<file path="src/rtl/hamming_checker_secded_pkg.sv">
// Shared width derivations and data-bit placement for the SECDED checker.
package hamming_checker_secded_pkg;

    // Index of the codeword MSB for p Hamming parity bits.
    function automatic int ip_width(input int p);
        return (1 << p) - 1;
    endfunction

    // Number of data bits carried by a codeword with p Hamming parity bits.
    function automatic int op_width(input int p);
        return (1 << p) - p - 1;
    endfunction

    // Codeword position of data bit idx: the idx-th non-power-of-two position >= 3.
    function automatic int data_pos(input int p, input int idx);
        int cnt;
        int pos;
        cnt = 0;
        pos = 0;
        for (int k = 3; k < (1 << p); k++) begin
            if ((k & (k - 1)) != 0) begin
                if (cnt == idx) pos = k;
                cnt++;
            end
        end
        return pos;
    endfunction

endpackage

</file>
<file path="src/rtl/hamming_checker_secded_syndrome.sv">
// Combinational syndrome and overall-parity computation for an extended Hamming codeword.
module hamming_syndrome
    import hamming_checker_secded_pkg::*;
#(
    parameter int P_BITS = 3,
    localparam int IP_WIDTH = ip_width(P_BITS)
) (
    input  logic [IP_WIDTH:0]  ip,
    output logic [P_BITS-1:0]  syn,
    output logic               ovr
);

    // Syndrome bit j covers every position whose index has bit j set.
    for (genvar j = 0; j < P_BITS; j++) begin : g_syn
        logic [IP_WIDTH:0] sel;
        for (genvar k = 0; k <= IP_WIDTH; k++) begin : g_bit
            if (((k >> j) & 1) == 1) begin : g_on
                assign sel[k] = ip[k];
            end else begin : g_off
                assign sel[k] = 1'b0;
            end
        end
        assign syn[j] = ^sel;
    end

    // Overall parity spans the whole codeword, including bit 0.
    assign ovr = ^ip;

endmodule

</file>
<file path="src/rtl/hamming_checker_secded.sv">
// Registered SECDED decoder: syndrome, overall parity, corrected data and error flags.
module hamming_checker_secded
    import hamming_checker_secded_pkg::*;
#(
    parameter int P_BITS = 3,
    localparam int IP_WIDTH = ip_width(P_BITS),
    localparam int OP_WIDTH = op_width(P_BITS)
) (
    input  logic                clk,
    input  logic                rst,
    input  logic                in_valid,
    input  logic [IP_WIDTH:0]   ip,
    output logic                out_valid,
    output logic [OP_WIDTH-1:0] data,
    output logic [P_BITS:0]     par,
    output logic                single_err,
    output logic                double_err
);

    logic [P_BITS-1:0]   syn;
    logic                ovr;
    logic [OP_WIDTH-1:0] data_nxt;
    logic                single_nxt;
    logic                double_nxt;

    hamming_syndrome #(.P_BITS(P_BITS)) u_syndrome (
        .ip  (ip),
        .syn (syn),
        .ovr (ovr)
    );

    // A data bit is flipped only when the single-error syndrome points at its position;
    // an overall-parity-only error leaves S=0, which matches no data position.
    for (genvar i = 0; i < OP_WIDTH; i++) begin : g_data
        localparam int POS = data_pos(P_BITS, i);
        assign data_nxt[i] = ip[POS] ^ (ovr && (syn == P_BITS'(POS)));
    end

    assign single_nxt = ovr;
    assign double_nxt = ~ovr & (|syn);

    // Output register: results captured on valid, flags cleared and data/par held otherwise.
    always_ff @(posedge clk or posedge rst) begin
        if (rst) begin
            out_valid  <= 1'b0;
            data       <= '0;
            par        <= '0;
            single_err <= 1'b0;
            double_err <= 1'b0;
        end else begin
            out_valid <= in_valid;
            if (in_valid) begin
                data       <= data_nxt;
                par        <= {ovr, syn};
                single_err <= single_nxt;
                double_err <= double_nxt;
            end else begin
                single_err <= 1'b0;
                double_err <= 1'b0;
            end
        end
    end

endmodule

</file>
<file path="config.mk">
export PLATFORM = sky130hd
export DESIGN_NAME = hamming_checker_secded
export DESIGN_NICKNAME = d
export VERILOG_FILES = /design/src/rtl/hamming_checker_secded_pkg.sv /design/src/rtl/hamming_checker_secded_syndrome.sv /design/src/rtl/hamming_checker_secded.sv
export SDC_FILE = /design/constraint.sdc
export NUM_CORES = 1
export LEC_CHECK = 0
export CAP_MARGIN = 10
export CORE_AREA = 4 4 41 43
export DETAILED_ROUTE_END_ITERATION = 8
export DIE_AREA = 0 0 45 47
export PLACE_DENSITY = 0.79
export SYNTH_ARGS = -nofsm -noshare
export SYNTH_HDL_FRONTEND = slang
export SYNTH_HIERARCHICAL = 1
export SYNTH_SLANG_ARGS = --single-unit
export TNS_END_PERCENT = 5
</file>
<file path="constraint.sdc">
create_clock -name clk -period 1.1 [get_ports clk]
set_input_delay 0.165 -clock clk [delete_from_list [all_inputs] [get_ports clk]]
set_output_delay 0.165 -clock clk [all_outputs]
set_load 0.02 [all_outputs]
</file>
; ---- Yosys cells after proc, flatten, opt, wreduce, memory -nomap -nowiden
; Index checks and enable logic that the tools add are counted.
; Widths: inputs -> output; s select.
[word_totals]
output_inout_bits = 11
inputBits = 11
wordCells = 26
register_bits = 11
[op_classes]
muxes = 2
bitwise_logic = 6
n_eq_ne = 4
reduce_logical = 9
[ops]
columns = cell, n
row1 = $reduce_xor 8->1, 4
row2 = $eq 3x3->1 const B, 3
row3 = $logic_and 1x1->1, 4
row4 = $xor 1x1->1, 4
row5 = $eq 3x2->1 const B, 1
row6 = $reduce_or 3->1, 1
row7 = $mux 1, 2
row8 = $and 1x1->1, 1
row9 = $not 1->1, 1

; ---- Longest topological paths before layout
; Gate-level depths: netlist of the first run.
[logic_depth]
word_depth = 4
depth_mapped = 6
mapped_depth_nobuf = 6

; ---- Hierarchy
; The synthesis of the first run kept the hierarchy.
[by_module_without_submodules]
columns = module, area_each_um2, cells_per_inst, n_inst
row1 = hamming_checker_secded, 454.2, 36, 1
row2 = hamming_syndrome, 103.8, 11, 1

; ---- Least setup slack after synthesis of the first run
; No wires, ideal clock.
[synth_timing]
kind = input -> register
start = input ip[7]
end = register data[2]
slack_ns = -0.389
cell_stages = 6
arrival_time_ns = 1.412
n_path_buf = 0
required_time_ns = 1.023
cell_sequence = xor2_2 -> xnor2_1 -> xnor2_1 -> nand4b_1 -> xor2_1 -> a21oi_1
[synth_between]
elab_chain_len = 4
elab_cells_between_ends = 7
classes_between = 1 x eq/ne / 1 x bitwise / 5 x reduce/logical
[synth_rtl]
columns = item, line
row1 = start: declaration, hamming_checker_secded.sv:12  ; input logic [IP_WIDTH:0] ip,
row2 = $reduce_xor 8->1, hamming_checker_secded_syndrome.sv:23  ; assign syn[j] = ^sel;
row3 = named net syn[2], hamming_checker_secded.sv:20  ; logic [P_BITS-1:0] syn;
row4 = $eq 3x3->1, hamming_checker_secded.sv:36  ; assign data_nxt[i] = ip[POS] ^ (ovr && (syn == P_BITS'(POS)));
row5 = $logic_and 1x1->1, hamming_checker_secded.sv:36
row6 = $xor 1x1->1, hamming_checker_secded.sv:36
row7 = end signal: assignment, hamming_checker_secded.sv:53  ; data <= data_nxt;
row8 = end: declaration, hamming_checker_secded.sv:14  ; output logic [OP_WIDTH-1:0] data,
; The timed path passes the listed nets, and every way through them passes these cells.
; A chain may end at the register's enable or synchronous reset.

; ---- Worst setup path after layout of the first run
[layout_timing]
start = input ip[3]
end = register data[3]
[layout_between]
elab_cells_between_ends = 6
classes_between = 1 x eq/ne / 1 x bitwise / 4 x reduce/logical
[layout_rtl]
columns = item, line
row1 = $reduce_xor 8->1, hamming_checker_secded_syndrome.sv:27  ; assign ovr = ^ip;
row2 = named net ovr, hamming_checker_secded.sv:21  ; logic ovr;
row3 = $logic_and 1x1->1, hamming_checker_secded.sv:36
row4 = $xor 1x1->1, hamming_checker_secded.sv:36
; The timed path passes the listed nets, and every way through them passes these cells.

==> results of run 1 <==
==> per-stage QoR <==
stage	setup slack [ns]	power, W	area [um2]	util [%]
global route	-0.266	0.00164	1010	77.8
CTS	-0.218	0.00157	1060	81.3
global placement	-0.784	0.00127	960	73.8
floorplan	-0.139	0.000925	648	-
finish	-0.192	0.00155	1010	77.8
detailed placement	-0.869	0.00129	960	73.8
==> Yosys cell counts, types with 3 or more instances <==
library cell / number / area, um2
dfrtp_1: 11 / 275
nor2_1: 4 / 15.0
mux2_2: 4 / 45.0
a21oi_1: 4 / 20.0
xor2_1: 6 / 52.6
xnor2_1: 8 / 70.1
nand4b_1: 3 / 26.3
==> registers in the layout (all words and copies together) (netlist names) <==
register,cells
data,4
out_valid,1
double_err,1
single_err,1
par,4
==> repair_timing <==
item	CTS	global route
endpoints found under the setup margin	21	19
pin swaps	6	13
buffers inserted	2	0
gates resized for setup	51	35
==> metal layers <==
layer / vias to the layer above / global-route usage (%) / wire length [um] / part of all wire (%)
li1: 231 / - / - / -
met1: 251 / 16.7 / 482 / 34
met2: 17 / 28.8 / 842 / 59
met3: 2 / 4.60 / 96 / 6.7
met4: 0 / 5.26 / 8 / 0.56
met5: - / 0 / 0 / 0
==> power groups by stage <==
stage / clock network (W) / registers [W] / logic, W
6_report: 0.000274 / 0.000532 / 0.000745
3_5_place_dp: 0 / 0.000539 / 0.000753
3_3_place_gp: 0 / 0.000535 / 0.000735
5_1_grt: 0.000305 / 0.000542 / 0.000790
4_1_cts: 0.000277 / 0.000532 / 0.000764
2_1_floorplan: 0 / 0.000651 / 0.000274
==> logic make-up after synthesis <==
| kind of cell | share of synthesized area [%] |
|---|---|
| XOR/XNOR | 24.9 |
| buffers and inverters | 2.02 |
| flip-flops | 49.3 |
| multiplexers | 8.07 |
| AO/OA/AOI/OAI | 3.59 |
| AND/OR/NAND/NOR | 12.1 |
==> area by class of cell <==
type / count / area (um2) / share of cell area, %
Tap cell: 15 / 18.8 / 1.85
Multi-Input combinational cell: 34 / 425 / 42.0
Sequential cell: 11 / 275 / 27.2
Inverter: 1 / 3.75 / 0.371
Timing Repair Buffer: 35 / 263 / 26.0
Clock buffer: 4 / 26.3 / 2.60
==> worst paths after layout <==
path                               startpoint                    to  slack [ns]  cells after the start
setup / recovery                        ip[3]   data[3]$_DFFE_PP0P_       -0.19                      7
hold / removal                            rst  single_err$_DFF_PP0_        0.18                      2
setup reg to reg           par[1]$_DFFE_PP0P_    par[1]$_DFFE_PP0P_        0.33                      1
hold reg to reg            par[3]$_DFFE_PP0P_    par[3]$_DFFE_PP0P_        0.52                      1
max in group asynchronous                 rst   data[3]$_DFFE_PP0P_        0.63                      2
min in group clk                        ip[3]   data[0]$_DFFE_PP0P_        0.33                      4
==> results.ini, run 1 <==
[final_layout]
final_cell_mix=buf_4, dfrtp_1, clkbuf_2, buf_2, xnor2_4
syn2layout_area_growth_pct=81.4
fin_cells=100
drive_above_1_share_pct=61.2
nFillCells=94
nNetsFinal=97
antenna_cells=0
final_common_cell=buf_4

[synth]
synth_seq_cells=11
yosys_warnings=6
async_flop_share_pct=100
syn_area_um2=558
synthFlopType=dfrtp_1
netlist_instances=47
yosysSeqAreaShare_pct=49.3
avgSynthCellArea_um2=11.9
syn_nets=58
synth-edff-count=0
ys_types=14

[power_and_ir_drop]
swShare_pct=35.6
p_per_area_nw_per_um2=1530
power_frac_comb_pct=48.1
p_leak_nw=0.452
p_int_w=0.000998
clockPowerShare_pct=17.7
vdd_ir_drop_max_uv=878
pwr-share-seq_pct=34.3
switchingPower_w=0.000553

[setup_path]
crit_family=XOR/XNOR gates
path_buf_inv=1
crit_type=input pin to register
cp_max_fo=5
crit_path_cell_trace=buf_8 > xor2_4 > xnor2_2 > xnor2_2 > nand4_1 > xor2_1 > a21oi_1
cp-start-kind=input pin
slowest_delay_ns=0.27
required_ns=1.24
crit_top_cell=xnor2_2
cp_data_arrival_time_ns=1.43
critPathCaptureType=register
cpMaxStageDelayCell=xnor2_2

[place]
dp_hpwl_mm=1.04
place_congestion=0.690
post-place-cells=94
port-buffer-count=21

[die]
core_um2=1300
die-area_um2=2120
io_pins=22
initial_core_util_pct=42.9
die_h_um=47
die_w_um=45
rows=13

[sta]
fin_crit_sh_pct=117
fin_tns_setup_ns=-0.403
rsz0062_at_grt=yes
relSlewSlack_pct=72.4
fin_ws_ns=-0.192
worst_pin_slew_ns=0.413
max_freq_mhz=774
maxSlewViolCount=0
hold_violations=0
whs_ns=0.178
period_needed_ns=1.29
skew_ns=0
setup_viol=4

[cts]
insertion_delay_ns=0.27
postCtsHoldBufs=0
cts_root_buf=clkbuf_4
cts_tree=yes
clk_path_buf_depth=2
cts.sinks=11
cts_buffers=3
path_clk_slew_ns=0.07
h-tree-depth=1

[grt]
antenna_found_initial=0
grt_util_all_layers_pct=15.5
grt_pass1_vias=495
grt_max_degree=12
grt_pass1_wl_mm=2.27
overflow=0

[drt]
postRouteWirelength_mm=1.43
vias_per_cell=5.01
vias=501
drt.antenna.violating_nets=0
wl_per_cell_um=14.3
drcViolationCount=0
dr.pass1.iters=4
drt_iter0_drc=5

[run_status]
failed_checks=setup timing
status=complete, but fails checks

[worst_hold_path]
hold_class=input pin to async pin

[run]
cap_violations=0

Note: power is estimated with default switching activity, not from simulation.
==> run 2, diff against run 1 <==
--- a/config.mk
+++ b/config.mk
@@ -5,6 +5,7 @@
 export SDC_FILE = /design/constraint.sdc
 export NUM_CORES = 1
 export LEC_CHECK = 0
+export ABC_CLOCK_PERIOD_IN_PS = 1100
 export CAP_MARGIN = 10
 export CORE_AREA = 4 4 41 43
 export DETAILED_ROUTE_END_ITERATION = 8
==> results of run 2 <==
The final DEF is identical to that of run 1; final timing and power are the same.
